===== config.mk =====
export PLATFORM = sky130hd
export DESIGN_NAME = servo_pwm_gen_flat
export DESIGN_NICKNAME = d
export VERILOG_FILES = /design/src/rtl/servo_pkg.sv /design/src/rtl/servo_pwm_gen_if.sv /design/src/rtl/us_tick_gen.sv /design/src/rtl/servo_pwm_gen.sv /design/src/flat_wrapper.sv
export SDC_FILE = /design/constraint.sdc
export NUM_CORES = 1
export LEC_CHECK = 0
export CELL_PAD_IN_SITES_DETAIL_PLACEMENT = 0
export CELL_PAD_IN_SITES_GLOBAL_PLACEMENT = 1
export CORE_AREA = 10 10 164 120
export CTS_CLUSTER_DIAMETER = 120
export CTS_CLUSTER_SIZE = 16
export DETAILED_ROUTE_END_ITERATION = 12
export DIE_AREA = 0 0 174 130
export DONT_BUFFER_PORTS = 1
export GPL_ROUTABILITY_DRIVEN = 0
export PLACE_DENSITY_LB_ADDON = 0.1
export SETUP_SLACK_MARGIN = 0.5
export SKIP_CTS_REPAIR_TIMING = 1
export SLEW_MARGIN = 5
export SYNTH_ARGS = -nofsm -noshare
export SYNTH_HDL_FRONTEND = slang
export SYNTH_SLANG_ARGS = --single-unit

===== constraint.sdc =====
create_clock -name clk_core -period 13.87 [get_ports clk_core]
set_input_delay 2.774 -clock clk_core [delete_from_list [all_inputs] [get_ports clk_core]]
set_output_delay 2.774 -clock clk_core [all_outputs]
set_load 0.03 [all_outputs]

===== src/rtl/servo_pkg.sv =====
`default_nettype none
// +----------------------------------------------------------------------+
// | servo_pkg: shared widths, default servo limits and clamp helper.     |
// | Revision: 1.0                                                        |
// +----------------------------------------------------------------------+
package servo_pkg;

    localparam int US_W          = 16;
    localparam int DEF_MIN_US    = 1000;
    localparam int DEF_MAX_US    = 2000;
    localparam int DEF_CENTER_US = 1500;

    function automatic logic [US_W-1:0] clamp_us(
        input logic [US_W-1:0] val,
        input logic [US_W-1:0] lo,
        input logic [US_W-1:0] hi
    );
        if (val < lo) begin
            return lo;
        end else if (val > hi) begin
            return hi;
        end
        return val;
    endfunction

endpackage
`default_nettype wire


===== src/rtl/servo_pwm_gen_if.sv =====
`default_nettype none
// +----------------------------------------------------------------------+
// | servo_pwm_gen_if: core-side control and status bundle for the servo. |
// | Revision: 1.0                                                        |
// +----------------------------------------------------------------------+
interface servo_pwm_gen_if;

    logic                          i_en;
    logic                          i_wr_en;
    logic [servo_pkg::US_W-1:0]    i_wr_data;
    logic                          o_pwm;
    logic                          o_frame_start;
    logic                          o_at_target;
    logic [servo_pkg::US_W-1:0]    o_cur_width;

    modport master (
        output i_en, i_wr_en, i_wr_data,
        input  o_pwm, o_frame_start, o_at_target, o_cur_width
    );

    modport slave (
        input  i_en, i_wr_en, i_wr_data,
        output o_pwm, o_frame_start, o_at_target, o_cur_width
    );

endinterface
`default_nettype wire


===== src/rtl/us_tick_gen.sv =====
`default_nettype none
// +----------------------------------------------------------------------+
// | us_tick_gen: divides the core clock down to a 1 us enable strobe.    |
// | Revision: 1.0                                                        |
// +----------------------------------------------------------------------+
module us_tick_gen #(
    parameter int DIV = 25
) (
    input  wire logic clk_core,
    input  wire logic rst_core,
    input  wire logic i_en,
    output logic      o_tick
);

    localparam int               CNT_W  = (DIV > 1) ? $clog2(DIV) : 1;
    localparam logic [CNT_W-1:0] C_LAST = CNT_W'(DIV - 1);

    logic [CNT_W-1:0] r_cnt;
    logic             w_last;

    // With DIV==1 the counter never leaves 0, so the tick follows i_en.
    assign w_last = (r_cnt == C_LAST);
    assign o_tick = i_en && w_last;

    always_ff @(posedge clk_core) begin
        if (rst_core) begin
            r_cnt <= '0;
        end else if (!i_en || w_last) begin
            r_cnt <= '0;
        end else begin
            r_cnt <= r_cnt + 1'b1;
        end
    end

endmodule
`default_nettype wire


===== src/rtl/servo_pwm_gen.sv =====
`default_nettype none
// +----------------------------------------------------------------------+
// | servo_pwm_gen: slew-limited servo PWM with clamped width target.     |
// | Revision: 1.0                                                        |
// +----------------------------------------------------------------------+
module servo_pwm_gen
    import servo_pkg::*;
#(
    parameter int CLK_FREQ_HZ = 25_000_000,
    parameter int PERIOD_US   = 20000,
    parameter int MIN_US      = DEF_MIN_US,
    parameter int MAX_US      = DEF_MAX_US,
    parameter int CENTER_US   = DEF_CENTER_US,
    parameter int STEP_US     = 10
) (
    input  wire logic        clk_core,
    input  wire logic        rst_core,
    servo_pwm_gen_if.slave   bus
);

    localparam int              DIV           = CLK_FREQ_HZ / 1_000_000;
    localparam logic [US_W-1:0] C_PERIOD_LAST = US_W'(PERIOD_US - 1);
    localparam logic [US_W-1:0] C_MIN         = US_W'(MIN_US);
    localparam logic [US_W-1:0] C_MAX         = US_W'(MAX_US);
    localparam logic [US_W-1:0] C_CENTER      = US_W'(CENTER_US);
    localparam logic [US_W-1:0] C_STEP        = US_W'(STEP_US);

    logic            w_tick;
    logic            w_wrap;
    logic [US_W:0]   w_diff;
    logic [US_W:0]   w_abs;
    logic [US_W-1:0] w_next_target;
    logic [US_W-1:0] w_next_cur;

    logic [US_W-1:0] r_target;
    logic [US_W-1:0] r_cur;
    logic [US_W-1:0] r_us_cnt;
    logic            r_pwm;
    logic            r_frame_start;
    logic            r_at_target;

    us_tick_gen #(
        .DIV      (DIV)
    ) u_tick (
        .clk_core (clk_core),
        .rst_core (rst_core),
        .i_en     (bus.i_en),
        .o_tick   (w_tick)
    );

    assign w_wrap = w_tick && (r_us_cnt == C_PERIOD_LAST);

    // Slew compares against the target held before this edge, so a write
    // landing on a boundary cycle only influences the following boundary.
    always_comb begin
        w_next_target = r_target;
        if (bus.i_wr_en) begin
            w_next_target = clamp_us(bus.i_wr_data, C_MIN, C_MAX);
        end

        w_diff = {1'b0, r_target} - {1'b0, r_cur};
        w_abs  = w_diff[US_W] ? (~w_diff + 1'b1) : w_diff;

        w_next_cur = r_cur;
        if (w_wrap) begin
            if ((C_STEP == '0) || (w_abs <= {1'b0, C_STEP})) begin
                w_next_cur = r_target;
            end else if (w_diff[US_W]) begin
                w_next_cur = r_cur - C_STEP;
            end else begin
                w_next_cur = r_cur + C_STEP;
            end
        end
    end

    always_ff @(posedge clk_core) begin
        if (rst_core) begin
            r_target      <= C_CENTER;
            r_cur         <= C_CENTER;
            r_us_cnt      <= '0;
            r_pwm         <= 1'b0;
            r_frame_start <= 1'b0;
            r_at_target   <= 1'b1;
        end else begin
            r_target      <= w_next_target;
            r_cur         <= w_next_cur;
            r_at_target   <= (w_next_cur == w_next_target);
            r_frame_start <= w_wrap;
            r_pwm         <= bus.i_en && (r_us_cnt < r_cur);
            if (!bus.i_en || w_wrap) begin
                r_us_cnt <= '0;
            end else if (w_tick) begin
                r_us_cnt <= r_us_cnt + 1'b1;
            end
        end
    end

    assign bus.o_pwm         = r_pwm;
    assign bus.o_frame_start = r_frame_start;
    assign bus.o_at_target   = r_at_target;
    assign bus.o_cur_width   = r_cur;

endmodule
`default_nettype wire


===== src/flat_wrapper.sv =====
// flat-port wrapper written by rule: the top's interface ports become plain ports
module servo_pwm_gen_flat import servo_pkg::*;
#(
    parameter int CLK_FREQ_HZ = 25_000_000,
    parameter int PERIOD_US   = 20000,
    parameter int MIN_US      = DEF_MIN_US,
    parameter int MAX_US      = DEF_MAX_US,
    parameter int CENTER_US   = DEF_CENTER_US,
    parameter int STEP_US     = 10
)
  (clk_core, rst_core, bus_i_en, bus_i_wr_en, bus_i_wr_data, bus_o_pwm, bus_o_frame_start, bus_o_at_target, bus_o_cur_width);
  servo_pwm_gen_if bus_i ();
  input  wire logic clk_core;
  input  wire logic rst_core;
  input wire logic [$bits(bus_i.i_en)-1:0] bus_i_en;
  input wire logic [$bits(bus_i.i_wr_en)-1:0] bus_i_wr_en;
  input wire logic [$bits(bus_i.i_wr_data)-1:0] bus_i_wr_data;
  output wire logic [$bits(bus_i.o_pwm)-1:0] bus_o_pwm;
  output wire logic [$bits(bus_i.o_frame_start)-1:0] bus_o_frame_start;
  output wire logic [$bits(bus_i.o_at_target)-1:0] bus_o_at_target;
  output wire logic [$bits(bus_i.o_cur_width)-1:0] bus_o_cur_width;
  assign bus_i.i_en = bus_i_en;
  assign bus_i.i_wr_en = bus_i_wr_en;
  assign bus_i.i_wr_data = bus_i_wr_data;
  assign bus_o_pwm = bus_i.o_pwm;
  assign bus_o_frame_start = bus_i.o_frame_start;
  assign bus_o_at_target = bus_i.o_at_target;
  assign bus_o_cur_width = bus_i.o_cur_width;
  servo_pwm_gen #(.CLK_FREQ_HZ(CLK_FREQ_HZ), .PERIOD_US(PERIOD_US), .MIN_US(MIN_US), .MAX_US(MAX_US), .CENTER_US(CENTER_US), .STEP_US(STEP_US)) u_core (.clk_core(clk_core), .rst_core(rst_core), .bus(bus_i));
endmodule

Word-level counts from Yosys, hierarchy flattened --
Index checks and enable logic that the tools add are counted.
Storage, ports and cells: register bits after elaboration 56, output and inout bits 19
Cells by class: add/sub/neg operators 6, order comparisons 4, eq/ne operators 3, multiplexer cells 11, bitwise gates (word level) 1, reductions and logical operators 8
Operators with widths (count):
- two-way mux 16 bit | 7
- adder 17 x 1 -> 17 bit (second input constant) | 1
- less-or-equal comparator 17 x 4 -> 1 bit (second input constant) | 1
- two-way mux 17 bit | 1
- NOT 17 bit | 1
- subtractor 16 x 16 -> 17 bit | 1
- adder 16 x 1 -> 16 bit (second input constant) | 1
- adder 16 x 4 -> 16 bit (second input constant) | 1
- equality test 16 x 15 -> 1 bit (second input constant) | 1
- equality test 16 bit | 1
- greater-than comparator 16 x 11 -> 1 bit (second input constant) | 1
- < comparator 16 x 10 -> 1 bit (second input constant) | 1
- < comparator 16 bit | 1
- subtractor 16 x 4 -> 16 bit (second input constant) | 1
- adder 5 x 1 -> 5 bit (second input constant) | 1
- equality test 5 bit (second input constant) | 1
- OR reduction 2 bit | 2
- logical AND 1 bit | 3
- two-way mux 1 bit | 3
- logical OR 1 bit | 2
- zero test 1 bit | 1

Longest topological paths before layout --
Gate-level depths: netlist (run 1).
depth in word-level cells 8, gate-level depth with buffers 24

Modules after synthesis --
From an unflattened synthesis (run 1), not the netlist that was laid out.
Unflattened totals: cell total of the unflattened synthesis 696, area total of the unflattened synthesis 5509.0 µm²
By module, submodules not included:
- servo_pwm_gen | instances 1, cells each 673, area an instance 5288.8 µm², seq. area each 1021.0 µm²
- us_tick_gen | instances 1, cells each 23, area an instance 220.2 µm², seq. area each 100.1 µm²

Worst setup path after synthesis (run 1) --
Ideal clock, no wire load.
path kind input to register, start point input port bus_i_wr_data[3], end point register u_core.r_at_target, in the netlist u_core.bus.o_at_target, library setup time 59 ps, arrival 5490 ps, required time 13811 ps, slack 8321 ps, cell stages on the path 14, path buffers 0, cells stage by stage o41a_1 -> o21ai_0 -> nand2_1 -> a21oi_1 -> a31oi_1 -> xnor2_1 -> nor4_1 -> nand3_1 -> o31a_1 -> a221oi_1 -> mux2_2 -> o311a_1 -> o2111a_1 -> a31o_1
On the way: cells in the longest elaborated chain, start to end 7
Ends and longest elaborated chain:
- start, declared | line flat_wrapper.sv:17 | input wire logic [$bits(bus_i.i_wr_data)-1:0] bus_i_wr_data;
- greater-than comparator 16 x 11 -> 1 bit | line servo_pkg.sv:20 | end else if (val > hi) begin
- two-way mux 1 bit | line servo_pkg.sv:20
- two-way mux 1 bit | line servo_pkg.sv:18 | if (val < lo) begin
- two-way mux 1 bit | line servo_pwm_gen.sv:57 | if (bus.i_wr_en) begin
- two-way mux 16 bit * | line servo_pkg.sv:23 | return val;
- two-way mux 16 bit * | line servo_pwm_gen.sv:57
- equality test 16 bit * | line servo_pwm_gen.sv:87 | r_at_target <= (w_next_cur == w_next_target);
- end signal, assigned | line servo_pwm_gen.sv:87
- end, declared | line servo_pwm_gen.sv:40 | logic r_at_target;
Mark *: on every way between the ends. The rest lies on a longest branch, timed or not. The select of a mux whose other input is x is not followed. A chain may end at the register's enable or synchronous reset.

Final worst setup path (run 1) --
start point register u_core.r_cur[9], in the netlist u_core.bus.o_cur_width[9], end point register u_core.r_at_target, in the netlist u_core.bus.o_at_target
On the way: cells in the longest elaborated chain, start to end 8
Ends and longest elaborated chain:
- start, declared | line servo_pwm_gen.sv:36 | logic [US_W-1:0] r_cur;
- start signal, assigned | line servo_pwm_gen.sv:86 | r_cur <= w_next_cur;
- subtractor 16 x 16 -> 17 bit | line servo_pwm_gen.sv:61 | w_diff = {1'b0, r_target} - {1'b0, r_cur};
- NOT 17 bit | line servo_pwm_gen.sv:62 | w_abs = w_diff[US_W] ? (~w_diff + 1'b1) : w_diff;
- adder 17 x 1 -> 17 bit | line servo_pwm_gen.sv:62
- two-way mux 17 bit | line servo_pwm_gen.sv:62
- less-or-equal comparator 17 x 4 -> 1 bit | line servo_pwm_gen.sv:66 | if ((C_STEP == '0) || (w_abs <= {1'b0, C_STEP})) begin
- two-way mux 16 bit | line servo_pwm_gen.sv:66
- two-way mux 16 bit * | line servo_pwm_gen.sv:65 | if (w_wrap) begin
- equality test 16 bit * | line servo_pwm_gen.sv:87
Mark *: on every way between the ends. The rest lies on a longest branch, timed or not.

==> results.toml, run 1 <==
[floorplan]
ios = 39
initial_utilization = 0.3407
die_area_mm2 = 0.02262
die_x_um = 174
core.rowCount = 40
fp.dieH_um = 130
core_mm2 = 0.01672

[place]
place_area_mm2 = 0.005878
hpwl_um = 15520
numPortBuffers = 0

[timing]
max_freq_mhz = 155.6
slew_violations = 0
final.setup_skew_ns = 0.008432
setup_viol = 0
grt_setup_unrepaired = "no"
relSlewSlack = 0.3084
final_hold_viol_count = 0
finalCritPeriodShare = 0.4632
finalSetupTns_ns = 0
tightest_slew_ns = 1.034
period_minus_slack_ns = 6.425

[yosys]
synthCells = 709
postSynth.asyncResetShare = 0
synth_cell_types = 91
synth-seq-cells = 56
yosys_most_used_dff = "dfxtp_1"
synth.avg_cell_area_um2 = 8.033
ys_seq_area_frac = 0.1968
synth.yosys.warnings = 0
synth_nets = 779
synth_edf_count = 0
netlist_area_mm2 = 0.005695

[clocking]
cts_buffers = 5
cts_tree = "yes"
clock_latency_ns = 0.30
root_buffer = "clkbuf_16"
cts.clk_slew.worst_paths_ns = 0.08
htree_levels = 2
clockBufferDepth = 2
cts_sinks = 56

[detailed_routing]
ant_nets = 0
drt_iter0_drc = 606
vias = 5348
routed_wl_um = 19500
dr.pass1.iters = 5
drc_errors = 0
routed_via_density = 5.782
wire_per_inst_um = 21.09

[cells_and_area]
multi_input_area_mm2 = 0.004303
fin_nets = 763
final_common_cell = "nor2_1"
seq_area_mm2 = 0.001121
fin_area_mm2 = 0.006025
layout_common_cells = "nor2_1, dfxtp_1, nand2_1"
syn_to_final_growth_pct = 5.778
diodes = 0
fill_cells = 1788
drive_above_1_share = 0.09078

[pwr]
p_leak_nw = 2.418
powerDensity_mw_per_mm2 = 70.44
ir_worst_vdd_uv = 33.64

[critical_path]
crit_chain = "inv_1 > ha_1 > a21o_1 > a211oi_2 > nand3_1 > o211a_1 > nor2_4 > inv_2 > fa_1 > nor2b_1 > o21ai_0 > a21boi_0 > o211ai_1 > a31oi_1 > a21o_1 > a21oi_1 > xnor2_1 > nor2_1 > a221oi_1 > mux2_2 > o311a_1 > o2111a_1 > a31o_1"
critPathMostFrequentCell = "a21o_1"
max_stage_delay_ns = 0.60
cp.arrival_ns = 6.67
required_ns = 14.12
worstPathMaxFanout = 18
worstSetupPathType = "reg2reg"
cp_slowest_cell = "dfxtp_1"
cp-end-kind = "flip-flop"
startpoint_type = "flip-flop"

[global_routing]
use_met2 = 0.2367
grt_pass1_vias = 4977
antenna_found_initial = 0
grt_pass1_wl_um = 30350
grt_use_met1 = 0.2551
grt_start_max_net_pins = 34
top_usage_layer = "met1"
use_met3 = 0.04590
grt.total_usage = 0.1697
grt_overflow = 0

[hold_path]
hold_class = "reg2reg"

[outcome]
outcome = "finished, final reports clean"

[run]
cap_violations = 0
## per-layer routing
metal / up-vias / share of wire
li1: 2579 / -
met1: 2570 / 0.51
met2: 190 / 0.39
met3: 9 / 0.088
met4: 0 / 0.0055
met5: - / 0
## flip-flops by register name, indices dropped and copies added, names as in the netlist
register / count
u_core.bus.o_at_target: 1
u_core.bus.o_cur_width: 16
u_core.bus.o_frame_start: 1
u_core.bus.o_pwm: 1
u_core.r_target: 16
u_core.r_us_cnt: 16
u_core.u_tick.r_cnt: 5
## kinds of logic (layout without fill, tap and decap cells)
| group | after synthesis | in the layout | synth area share |
|---|---|---|---|
| XOR/XNOR | 61 | 61 | 0.09512 |
| AO/OA/AOI/OAI | 201 | 201 | 0.2755 |
| flip-flops | 56 | 56 | 0.1968 |
| adder cells (fa/ha/maj) | 50 | 50 | 0.1125 |
| buffers and inverters | 64 | 49 | 0.04767 |
| multiplexers | 21 | 21 | 0.03910 |
| AND/OR/NAND/NOR | 256 | 256 | 0.2333 |
## synthesized netlist by cell type (4+ instances only)
library cell,count,area (um2)
dfxtp_1,56,1121
and2_1,10,62.56
o21a_1,5,37.54
buf_2,10,50.05
a21oi_1,41,205.2
a211o_1,6,52.55
or3_1,4,25.02
o22ai_1,5,31.28
clkbuf_1,11,41.29
xor2_1,30,262.8
inv_1,36,135.1
nand3_1,24,120.1
or2_2,10,62.56
nor2_1,80,300.3
o211ai_1,10,75.07
a21o_1,25,187.7
nand2b_1,8,50.05
a21oi_2,5,43.79
nor3_1,11,55.05
mux2_2,6,67.56
mux2i_1,14,140.1
and3_1,12,75.07
nand4_1,12,75.07
a211oi_1,8,60.06
o21ai_0,23,115.1
xnor2_1,30,262.8
nor4_1,4,25.02
a31oi_1,11,68.82
nand2_1,49,183.9
and4_1,6,52.55
nor2b_1,6,37.54
ha_1,48,600.6
## through the flow
stage / std cells / utilization / power [W] / worst slack (ns) / hold slack (ns)
after floorplan: 709 / - / 0.0002671 / 8.321 / 0.4300
after global placement: 917 / 0.3516 / 0.0002926 / 7.770 / 0.4474
after detailed placement: 917 / 0.3516 / 0.0002914 / 7.570 / 0.4538
after CTS: 925 / 0.3604 / 0.0004262 / 7.511 / 0.4724
after global routing: 925 / 0.3604 / 0.0004498 / 6.935 / 0.4860
final: 925 / 0.3604 / 0.0004243 / 7.445 / 0.4736
## critical path: cells and delay by family, from the launching register on
kind	cells	cell delay, ns
buffers and inverters	2	0.41
and+or+nand+nor	4	0.87
adders and majority gates	2	0.93
AOI/OAI and AO/OA	13	3.05
xor gates and xnor gates	1	0.28
muxes	1	0.21
DFF	1	0.60
## layout make-up
class | count | area share
Sequential cell | 56 | 0.1861
Clock buffer | 5 | 0.02077
Clock inverter | 3 | 0.003531
Inverter | 38 | 0.02368
Multi-Input combinational cell | 589 | 0.7142
Timing Repair Buffer | 3 | 0.003738
Tap cell | 231 | 0.04798
## path summary, 6_finish.rpt
check                                          startpoint                     end  slack, ns  depth (start not counted)
worst max register to register  u_core.bus.o_cur_width[9]  u_core.bus.o_at_target       7.45                         23
worst max-delay path            u_core.bus.o_cur_width[9]  u_core.bus.o_at_target       7.45                         23
worst min-delay path               u_core.u_tick.r_cnt[0]  u_core.u_tick.r_cnt[0]       0.47                          1
worst min register to register     u_core.u_tick.r_cnt[0]  u_core.u_tick.r_cnt[0]       0.47                          1
## power breakdown
group / switching, W / internal [W]
logic: 0.0000777 / 0.0000500
clock network: 0.0000652 / 0.0000676
registers: 0.00000200 / 0.000162
Power figures use the tool's default switching activity.
==> run 2, diff against run 1 <==
--- a/config.mk
+++ b/config.mk
@@ -5,13 +5,14 @@
 export SDC_FILE = /design/constraint.sdc
 export NUM_CORES = 1
 export LEC_CHECK = 0
+export ABC_AREA = 1
 export CELL_PAD_IN_SITES_DETAIL_PLACEMENT = 0
 export CELL_PAD_IN_SITES_GLOBAL_PLACEMENT = 1
-export CORE_AREA = 10 10 164 120
+export CORE_AREA = 10 10 163 119
 export CTS_CLUSTER_DIAMETER = 120
 export CTS_CLUSTER_SIZE = 16
 export DETAILED_ROUTE_END_ITERATION = 12
-export DIE_AREA = 0 0 174 130
+export DIE_AREA = 0 0 173 129
 export DONT_BUFFER_PORTS = 1
 export GPL_ROUTABILITY_DRIVEN = 0
 export PLACE_DENSITY_LB_ADDON = 0.1
==> constraint.sdc (replaced) <==
create_clock -name clk_core -period 5.9 [get_ports clk_core]
set_input_delay 1.18 -clock clk_core [delete_from_list [all_inputs] [get_ports clk_core]]
set_output_delay 1.18 -clock clk_core [all_outputs]
set_load 0.03 [all_outputs]
==> results.toml, run 2 <==
[outcome]
outcome = "finished, final reports clean"

[place]
place_area_mm2 = 0.005829
post-place-cells = 1157
post-place-ws_ns = 1.171
numPortBuffers = 0
hpwl_um = 14890

[clocking]
clock_latency_ns = 0.31
cts_tree = "yes"
cts_sinks = 56
clockBufferDepth = 2
root_buffer = "clkbuf_16"
cts_buffers = 5
cts.clk_slew.worst_paths_ns = 0.08
htree_levels = 2

[cells_and_area]
syn_to_final_growth_pct = 7.073
fin_cells = 1166
layout_common_cells = "nand2_1, inv_1, nand3_1"
fill_cells = 1859
seq_area_mm2 = 0.001121
drive_above_1_share = 0.06170
final_common_cell = "nand2_1"
fin_area_mm2 = 0.006005
fin_nets = 1009
multi_input_area_mm2 = 0.003890

[timing]
final.setup_skew_ns = 0.009241
finalSetupTns_ns = 0
relSlewSlack = 0.4024
max_freq_mhz = 208.6
fin_ws_ns = 1.106
slew_violations = 0
setup_viol = 0
finalCritPeriodShare = 0.8126
grt_setup_unrepaired = "no"
tightest_slew_ns = 0.8937
period_minus_slack_ns = 4.794
final_hold_viol_count = 0

[run]
cap_violations = 0

[pwr]
combPwrFrac = 0.282
total_power_w = 0.001040
power_frac_seq = 0.371
switchingPower_w = 0.0003561
p_sw_frac = 0.3422
p_leak_nw = 3.094
ir_worst_vdd_uv = 102.9
clock_power_share = 0.347
p_int_w = 0.0006843
powerDensity_mw_per_mm2 = 173.3

[critical_path]
cp.arrival_ns = 4.97
worstSetupPathType = "reg2reg"
worstPathMaxFanout = 8
required_ns = 6.07
cp-end-kind = "flip-flop"
cp_slowest_cell = "dfxtp_1"
critPathMostFrequentCell = "nand2_1"
startpoint_type = "flip-flop"
max_stage_delay_ns = 0.58

[yosys]
synthTopCellsByArea = "dfxtp_1, nand2_1, ha_1"
yosys_most_used_dff = "dfxtp_1"
netlist_area_mm2 = 0.005608
synth_most_common_cell = "nand2_1"
synth_top_area_frac = 0.1999
synth_cell_types = 42
synth_nets = 1014
synth.yosys.warnings = 0
ys_top_cells_by_count = "nand2_1, inv_1, nand3_1"
synth.avg_cell_area_um2 = 5.941
ys_seq_area_frac = 0.1999
synth-seq-cells = 56
yosys.area.top_type = "dfxtp_1"
postSynth.asyncResetShare = 0
synthCells = 944
synth_edf_count = 0

[global_routing]
grt.total_usage = 0.1556
antenna_found_initial = 1
grt_start_max_net_pins = 35
grt_pass1_vias = 5103
grt_overflow = 0
grt_pass1_wl_um = 28120

[detailed_routing]
routed_via_density = 4.875
ant_nets = 0
drc_errors = 0
vias = 5684
drt_iter0_drc = 438
wire_per_inst_um = 15.39
dr.pass1.iters = 5
routed_wl_um = 17950

[floorplan]
die_x_um = 173
ios = 39
die_area_mm2 = 0.02232
fp.dieH_um = 129
core.rowCount = 39
core_mm2 = 0.01620
initial_utilization = 0.3462

[hold_path]
hold_class = "reg2reg"
## run 2: changes by cell type after synthesis, sizes merged, moves of 14 or more
cell   before  now
xor2       30   11
inv        37  138
nand2      49  315
nand3      24  105
nor2       82  107
a21o       25    0
xnor2      31   10
mux2i      14    0
## run 2: stage by stage
step / hold WS, ns / util
after floorplan: 0.4300 / -
after global placement: 0.4518 / 0.3598
after detailed placement: 0.4548 / 0.3598
after CTS: 0.4702 / 0.3705
after global routing: 0.4829 / 0.3705
final: 0.4664 / 0.3706
## run 2: logic make-up after synthesis
group,after synthesis,share of synthesized area
AND/OR/NAND/NOR,584,0.4659
flip-flops,56,0.1999
XOR/XNOR,21,0.03280
buffers and inverters,153,0.1073
AO/OA/AOI/OAI,80,0.07988
adder cells (fa/ha/maj),50,0.1142
## run 2: cell type report
cell class / count / area share
diodes: 1 / 0.0004168
clock buffers: 5 / 0.02084
clock inverters: 3 / 0.007918
inverters: 139 / 0.08689
multi-input cells: 735 / 0.6478
flip-flops and latches: 56 / 0.1867
well taps: 225 / 0.04688
repair buffers: 2 / 0.002501
## run 2: routing by layer
layer,global-route usage,share of wire,up-vias
li1,-,-,3020
met1,0.2363,0.56,2563
met2,0.2189,0.38,91
met3,0.03565,0.056,10
met4,0.02224,0.0052,0
met5,0,0,-
## run 2: power by group through the flow
stage                     combinational (W)  sequential (W)  clock [W]
final                              0.000293        0.000386   0.000361
after floorplan                    0.000236        0.000394          0
after global routing               0.000334        0.000387   0.000382
after global placement             0.000294        0.000395          0
after CTS                          0.000292        0.000386   0.000369
after detailed placement           0.000291        0.000395          0
## run 2: worst paths after layout
path / start / end / slack [ns] / cells after the start
setup reg to reg: u_core.bus.o_cur_width[6] / u_core.bus.o_at_target / 1.11 / 30
hold reg to reg: u_core.u_tick.r_cnt[0] / u_core.u_tick.r_cnt[0] / 0.47 / 1
setup / recovery: u_core.bus.o_cur_width[6] / u_core.bus.o_at_target / 1.11 / 30
hold / removal: u_core.u_tick.r_cnt[0] / u_core.u_tick.r_cnt[0] / 0.47 / 1
## run 2: worst max-delay path, delay by kind of cell (launching register included)
kind / cells / cell delay, ns
and+or+nand+nor: 18 / 1.44
AOI/OAI and AO/OA: 5 / 1.30
adders and majority gates: 2 / 0.87
DFF: 1 / 0.58
buffers and inverters: 4 / 0.35
xor gates and xnor gates: 1 / 0.14
